**src/rtl/aes_round_ctrl.sv**
```systemverilog
// AES-128 round sequencer: accepts a block, steps the external round function and
// key expansion NR times, then holds the ciphertext until taken. Optional macro: AES_ABORT_EN.
module aes_round_ctrl #(
  parameter int unsigned NR = 10,
  parameter int unsigned DW = 128
) (
  input  logic          clk,
  input  logic          rst,
  input  logic          in_valid,
  output logic          in_ready,
  input  logic [DW-1:0] in_pt,
  input  logic [DW-1:0] in_key,
  output logic [DW-1:0] rf_state,
  output logic [DW-1:0] rf_key,
  output logic          rf_mix_en,
  input  logic [DW-1:0] rf_out,
  output logic [DW-1:0] ks_key,
  output logic [7:0]    ks_rcon,
  input  logic [DW-1:0] ks_out,
  output logic          out_valid,
  input  logic          out_ready,
  output logic [DW-1:0] out_ct,
`ifdef AES_ABORT_EN
  input  logic          abort,
`endif
  output logic          busy
);

  typedef enum logic [1:0] {
    S_IDLE,
    S_ROUND,
    S_DONE
  } fsm_e;

  localparam logic [3:0] NR_L = 4'(NR);

  fsm_e          fsm_q, fsm_d;
  logic [3:0]    round_q, round_d;
  logic [DW-1:0] state_q, state_d;
  logic [DW-1:0] key_q, key_d;
  logic          abort_w;

`ifdef AES_ABORT_EN
  assign abort_w = abort;
`else
  assign abort_w = 1'b0;
`endif

  function automatic logic [7:0] rcon(input logic [3:0] r);
    case (r)
      4'd1:    rcon = 8'h01;
      4'd2:    rcon = 8'h02;
      4'd3:    rcon = 8'h04;
      4'd4:    rcon = 8'h08;
      4'd5:    rcon = 8'h10;
      4'd6:    rcon = 8'h20;
      4'd7:    rcon = 8'h40;
      4'd8:    rcon = 8'h80;
      4'd9:    rcon = 8'h1b;
      4'd10:   rcon = 8'h36;
      default: rcon = 8'h00;
    endcase
  endfunction

  always_ff @(posedge clk or posedge rst) begin
    if (rst) begin
      fsm_q   <= S_IDLE;
      round_q <= '0;
      state_q <= '0;
      key_q   <= '0;
    end else begin
      fsm_q   <= fsm_d;
      round_q <= round_d;
      state_q <= state_d;
      key_q   <= key_d;
    end
  end

  always_comb begin
    fsm_d     = fsm_q;
    round_d   = round_q;
    state_d   = state_q;
    key_d     = key_q;
    in_ready  = 1'b0;
    out_valid = 1'b0;
    busy      = 1'b1;
    ks_rcon   = '0;
    rf_mix_en = 1'b0;
    case (fsm_q)
      S_IDLE: begin
        in_ready = 1'b1;
        busy     = 1'b0;
        if (in_valid) begin
          state_d = in_pt ^ in_key;
          key_d   = in_key;
          round_d = 4'd1;
          fsm_d   = S_ROUND;
        end
      end
      S_ROUND: begin
        ks_rcon   = rcon(round_q);
        rf_mix_en = (round_q != NR_L);
        if (abort_w) begin
          state_d = '0;
          key_d   = '0;
          round_d = '0;
          fsm_d   = S_IDLE;
        end else begin
          state_d = rf_out;
          key_d   = ks_out;
          // Final round parks the counter at NR instead of advancing it.
          if (round_q == NR_L) fsm_d = S_DONE;
          else round_d = round_q + 4'd1;
        end
      end
      S_DONE: begin
        out_valid = 1'b1;
        if (abort_w) begin
          state_d = '0;
          key_d   = '0;
          round_d = '0;
          fsm_d   = S_IDLE;
        end else if (out_ready) begin
          round_d = '0;
          fsm_d   = S_IDLE;
        end
      end
      default: fsm_d = S_IDLE;
    endcase
  end

  assign rf_state = state_q;
  assign rf_key   = ks_out;
  assign ks_key   = key_q;
  assign out_ct   = state_q;

endmodule
```
**config.mk**
```make
export PLATFORM = sky130hd
export DESIGN_NAME = aes_round_ctrl
export DESIGN_NICKNAME = d
export VERILOG_FILES = /design/src/rtl/aes_round_ctrl.sv
export SDC_FILE = /design/constraint.sdc
export NUM_CORES = 1
export LEC_CHECK = 0
export ABC_CLOCK_PERIOD_IN_PS = 10700
export CAP_MARGIN = 10
export CELL_PAD_IN_SITES_DETAIL_PLACEMENT = 1
export CELL_PAD_IN_SITES_GLOBAL_PLACEMENT = 2
export CORE_AREA = 2 2 399 401
export DETAILED_ROUTE_END_ITERATION = 12
export DIE_AREA = 0 0 401 403
export GPL_ROUTABILITY_DRIVEN = 0
export PLACE_DENSITY_LB_ADDON = 0.12
export SLEW_MARGIN = 30
export SYNTH_ARGS = -nofsm -noshare
export SYNTH_HDL_FRONTEND = slang
export SYNTH_SLANG_ARGS = --single-unit
```
**constraint.sdc**
```tcl
create_clock -name clk -period 10.7 [get_ports clk]
set_input_delay 1.07 -clock clk [delete_from_list [all_inputs] [get_ports clk]]
set_output_delay 1.07 -clock clk [all_outputs]
set_load 0.01 [all_outputs]
```
==> reports/results.txt <==
Dividing the final minimum period by the clock period gives 41.88%. The first detailed-routing pass took 4 iterations. Clock latency on the worst-skew pair, taken at its later pin, is 0.57 ns. Setup repair after global routing left no endpoint under its margin. In this run the worst path has a maximum fanout of 46. From synthesis to final layout, the design area changed by 77.84%.

The pin count of the biggest net entering global routing was 203. The kind of critical path is reg -> out. After synthesis, the most frequently instantiated cells are dfrtp_1, mux2i_1, buf_4, nand2_1, o21ai_1.

For the cell area after synthesis, the log shows 15390 um2. The worst setup slack before clock tree synthesis is 6.710 ns, and the headroom to the max-slew limit is 43.43%. The run gives 11.52% as the total routing resource utilization after global routing. Total power for the finished layout comes to 7.414 mW. The area of the die was 161600 um2.

The clock arrives with 0.006957 ns of skew. The detailed router placed 13620 vias in this run. The DRC violation total after the first TritonRoute iteration was 327. Max-cap violations in this run came to 0.

The first global-routing pass estimated 130600 um of wire. The run finished with clean final reports. The areal power density over the cells is 270.8 nW/um2, and the slew at the pin closest to its max-slew limit is 0.8485 ns.

IR analysis of the VDD net gives a maximum drop of 0.1415 mV. Synthesis produced 1554 cells. Using the TritonRoute via totals, the vias-per-cell ratio works out to 3.086.

The average routed wire per standard cell came out at 21.81 um. The initial utilization of the core area, before any placement, comes to 9.777%. For the worst flop-to-flop path, the logic depth is 7.

For this run the aggregate overflow at the end of global routing stands at 0. The number of hold buffers added after CTS was 0. The total clock buffers created by CTS was 41; the time the worst path needs with I/O delays and setup was 4.482 ns. Yosys instantiated no cell more often than dfrtp_1. HPWL reported at the end of detailed placement: 79230 um. Timing would allow up to 223.1 MHz.

Yosys attributes the largest share of cell area to dfrtp_1, mux2i_1, buf_4, xor2_1, nand2_1. In the global route stage, met2 resource usage came out at 21.23%. In this run the static leakage power is 11.02 nW. The number of buffers added on ports was 1039.

The logs give 0 ns for the aggregate negative setup slack and 6.218 ns for the final worst setup slack. In this run the remaining antenna-violating nets after routing total 0. For the worst setup path, the data arrival time is 3.41 ns. After floorplanning, the core was sized to cover 157500 um2.

For the count of H-tree levels built during CTS, the log shows 2. The buffers inserted during post-CTS setup optimization came out at 0. The post-route non-filler standard cell count was 4413. The setup slack on the worst flop-to-flop path was 6.91 ns.

For this run, asynchronously set or reset flops after synthesis account for 100.0%. Of the cells placed in the final design, the portion with a size suffix greater than 1 is 3.215%. TritonCTS built the clock tree.

Including well taps, the total number of placed cells is 4337. The floorplan step set the die width to 401 um. Clock sink count: 262. STA classifies the critical path endpoint as an output port. The site row count is 146. The most instantiated flip-flop cell in the synthesis netlist was dfrtp_1. In this run the mean area of a mapped cell was 9.907 um2.

The tools report the DRC violation count after routing as 0. The run gives 1040 as the number of placed I/O pins. The worst hold path belongs to the class reg -> reg.

After global routing, the most crowded layer is met2. During synthesis, Yosys emitted a total of 0 warnings. In this run the worst setup path begins at fsm_q[1]. The capturing point of the worst reg2reg path is out_ct[5]. Count of state elements after synthesis: 262. The number of instances resized during post-cts repair came out at 0. The number of nets handed over by synthesis was 2080. The die boundary height came out at 403 um.

For this run, the register share of the synthesized area comes to 42.59%. The cell at the root of the clock tree is clkbuf_16. The count of unique library cells instantiated by Yosys is 29. The final number of max-transition violations was 0; the final-report hold violation count was 0. Yosys mapped a number of flops with a built-in enable equal to 0. Initial antenna violation count: 35. The fraction of post-synthesis cell area in the top cell type by area was 42.59%; the maximum buffer depth of the clock tree was 3.

Global routing used 4.953% of the available met3 tracks. The number of global-route vias before repair was 15308. Setup violations remaining at the end of the flow were counted as 0. The number of nets at the end of the flow is 2835.

The nature of the critical path startpoint is a flop. The wire length after detailed routing was 96230 um. The biggest area contributor in the post-synthesis netlist is dfrtp_1.

Clock-pin slew was measured on the worst setup and hold paths at 0.06 ns. The critical path ends at ks_rcon[2]. The beginning of the worst register-to-register path was fsm_q[1]. For this run, global-route usage on met1 was measured as 11.84%. The critical path data required time is 9.63 ns.
stage by stage:
step / instance area [um2] / hold WS, ns / utilization, %
floorplan: 15390 / 0.5139 / -
detailed placement: 26080 / 0.4729 / 16.56
finish: 27380 / 0.4776 / 17.39
global placement: 26080 / 0.4630 / 16.56
CTS: 27320 / 0.4852 / 17.35
global route: 27370 / 0.5076 / 17.38
cell usage in the layout (no fill, tap or decap), drive strengths merged:
cell type / count
a22oi: 2
a2111oi: 1
nand4: 1
buf: 15
and2: 2
mux2: 2
or3: 2
clkbuf: 63
nand2b: 1
clkdlybuf4s50: 1039
o221ai: 1
a32o: 1
and3: 4
o21ai: 256
mux2i: 261
xor2: 128
nand3: 2
nand3b: 1
o21a: 1
diode: 8
nand2: 258
dfrtp: 262
o32ai: 1
bufinv: 1
inv: 8
ha: 10
nor2b: 6
a211oi: 1
clkinv: 3
worst min path at each step:
stage                       to  startpoint  slack [ns]  depth (start not counted)
floorplan           ks_key[10]  ks_key[10]        0.51                          2
global placement    ks_key[33]  ks_key[33]        0.46                          2
detailed placement  ks_key[43]  ks_key[43]        0.47                          2
CTS                 ks_key[79]  ks_key[79]        0.49                          2
global route        ks_key[73]  ks_key[73]        0.51                          2
finish              ks_key[13]  ks_key[13]        0.48                          2
where the power goes:
group / internal (mW) / switching, mW / total, mW
combinational: 2.05 / 2.10 / 4.15
sequential: 1.50 / 0.437 / 1.93
clock: 0.785 / 0.543 / 1.33
total: 4.33 / 3.08 / 7.41
state kept, by name, summed over array words and instances (netlist names):
signal and flops:
ks_key 128, out_ct 128, round_q 4, fsm_q 2
cell families (layout without fill, tap and decap cells):
family / count (synthesis) / after routing / share of synthesized area (%)
other: 0 / 8 / 0
flip-flops: 262 / 262 / 42.59
XOR/XNOR: 128 / 128 / 7.282
AND/OR/NAND/NOR: 277 / 277 / 7.055
buffers and inverters: 350 / 1129 / 16.19
adder cells (fa/ha/maj): 10 / 10 / 0.8127
multiplexers: 263 / 263 / 17.20
AO/OA/AOI/OAI: 264 / 264 / 8.875
critical path, stage by stage, from the launching register on:
cell and delay [ns]:
dfrtp_1 0.40, inv_1 0.14, ha_4 0.49, buf_4 0.74, and2_1 0.34, a32o_1 0.16
clkdlybuf4s50_1 0.54
metal layers:
layer / share of wire (%) / up-vias
met5: 0.27 / -
met4: 2.2 / 40
met3: 9.0 / 122
met2: 52 / 584
met1: 36 / 6417
li1: - / 6457
layout make-up:
type	count	area, um2
antenna	8	20.02
clock buffer	63	1199
clock inverter	4	45.04
fill	18138	130100
inverter	8	37.54
multi-input combinational	942	6359
sequential	262	6556
tap	2072	2592
timing repair buffer	1054	10570
Note: power is estimated with default switching activity, not from simulation.
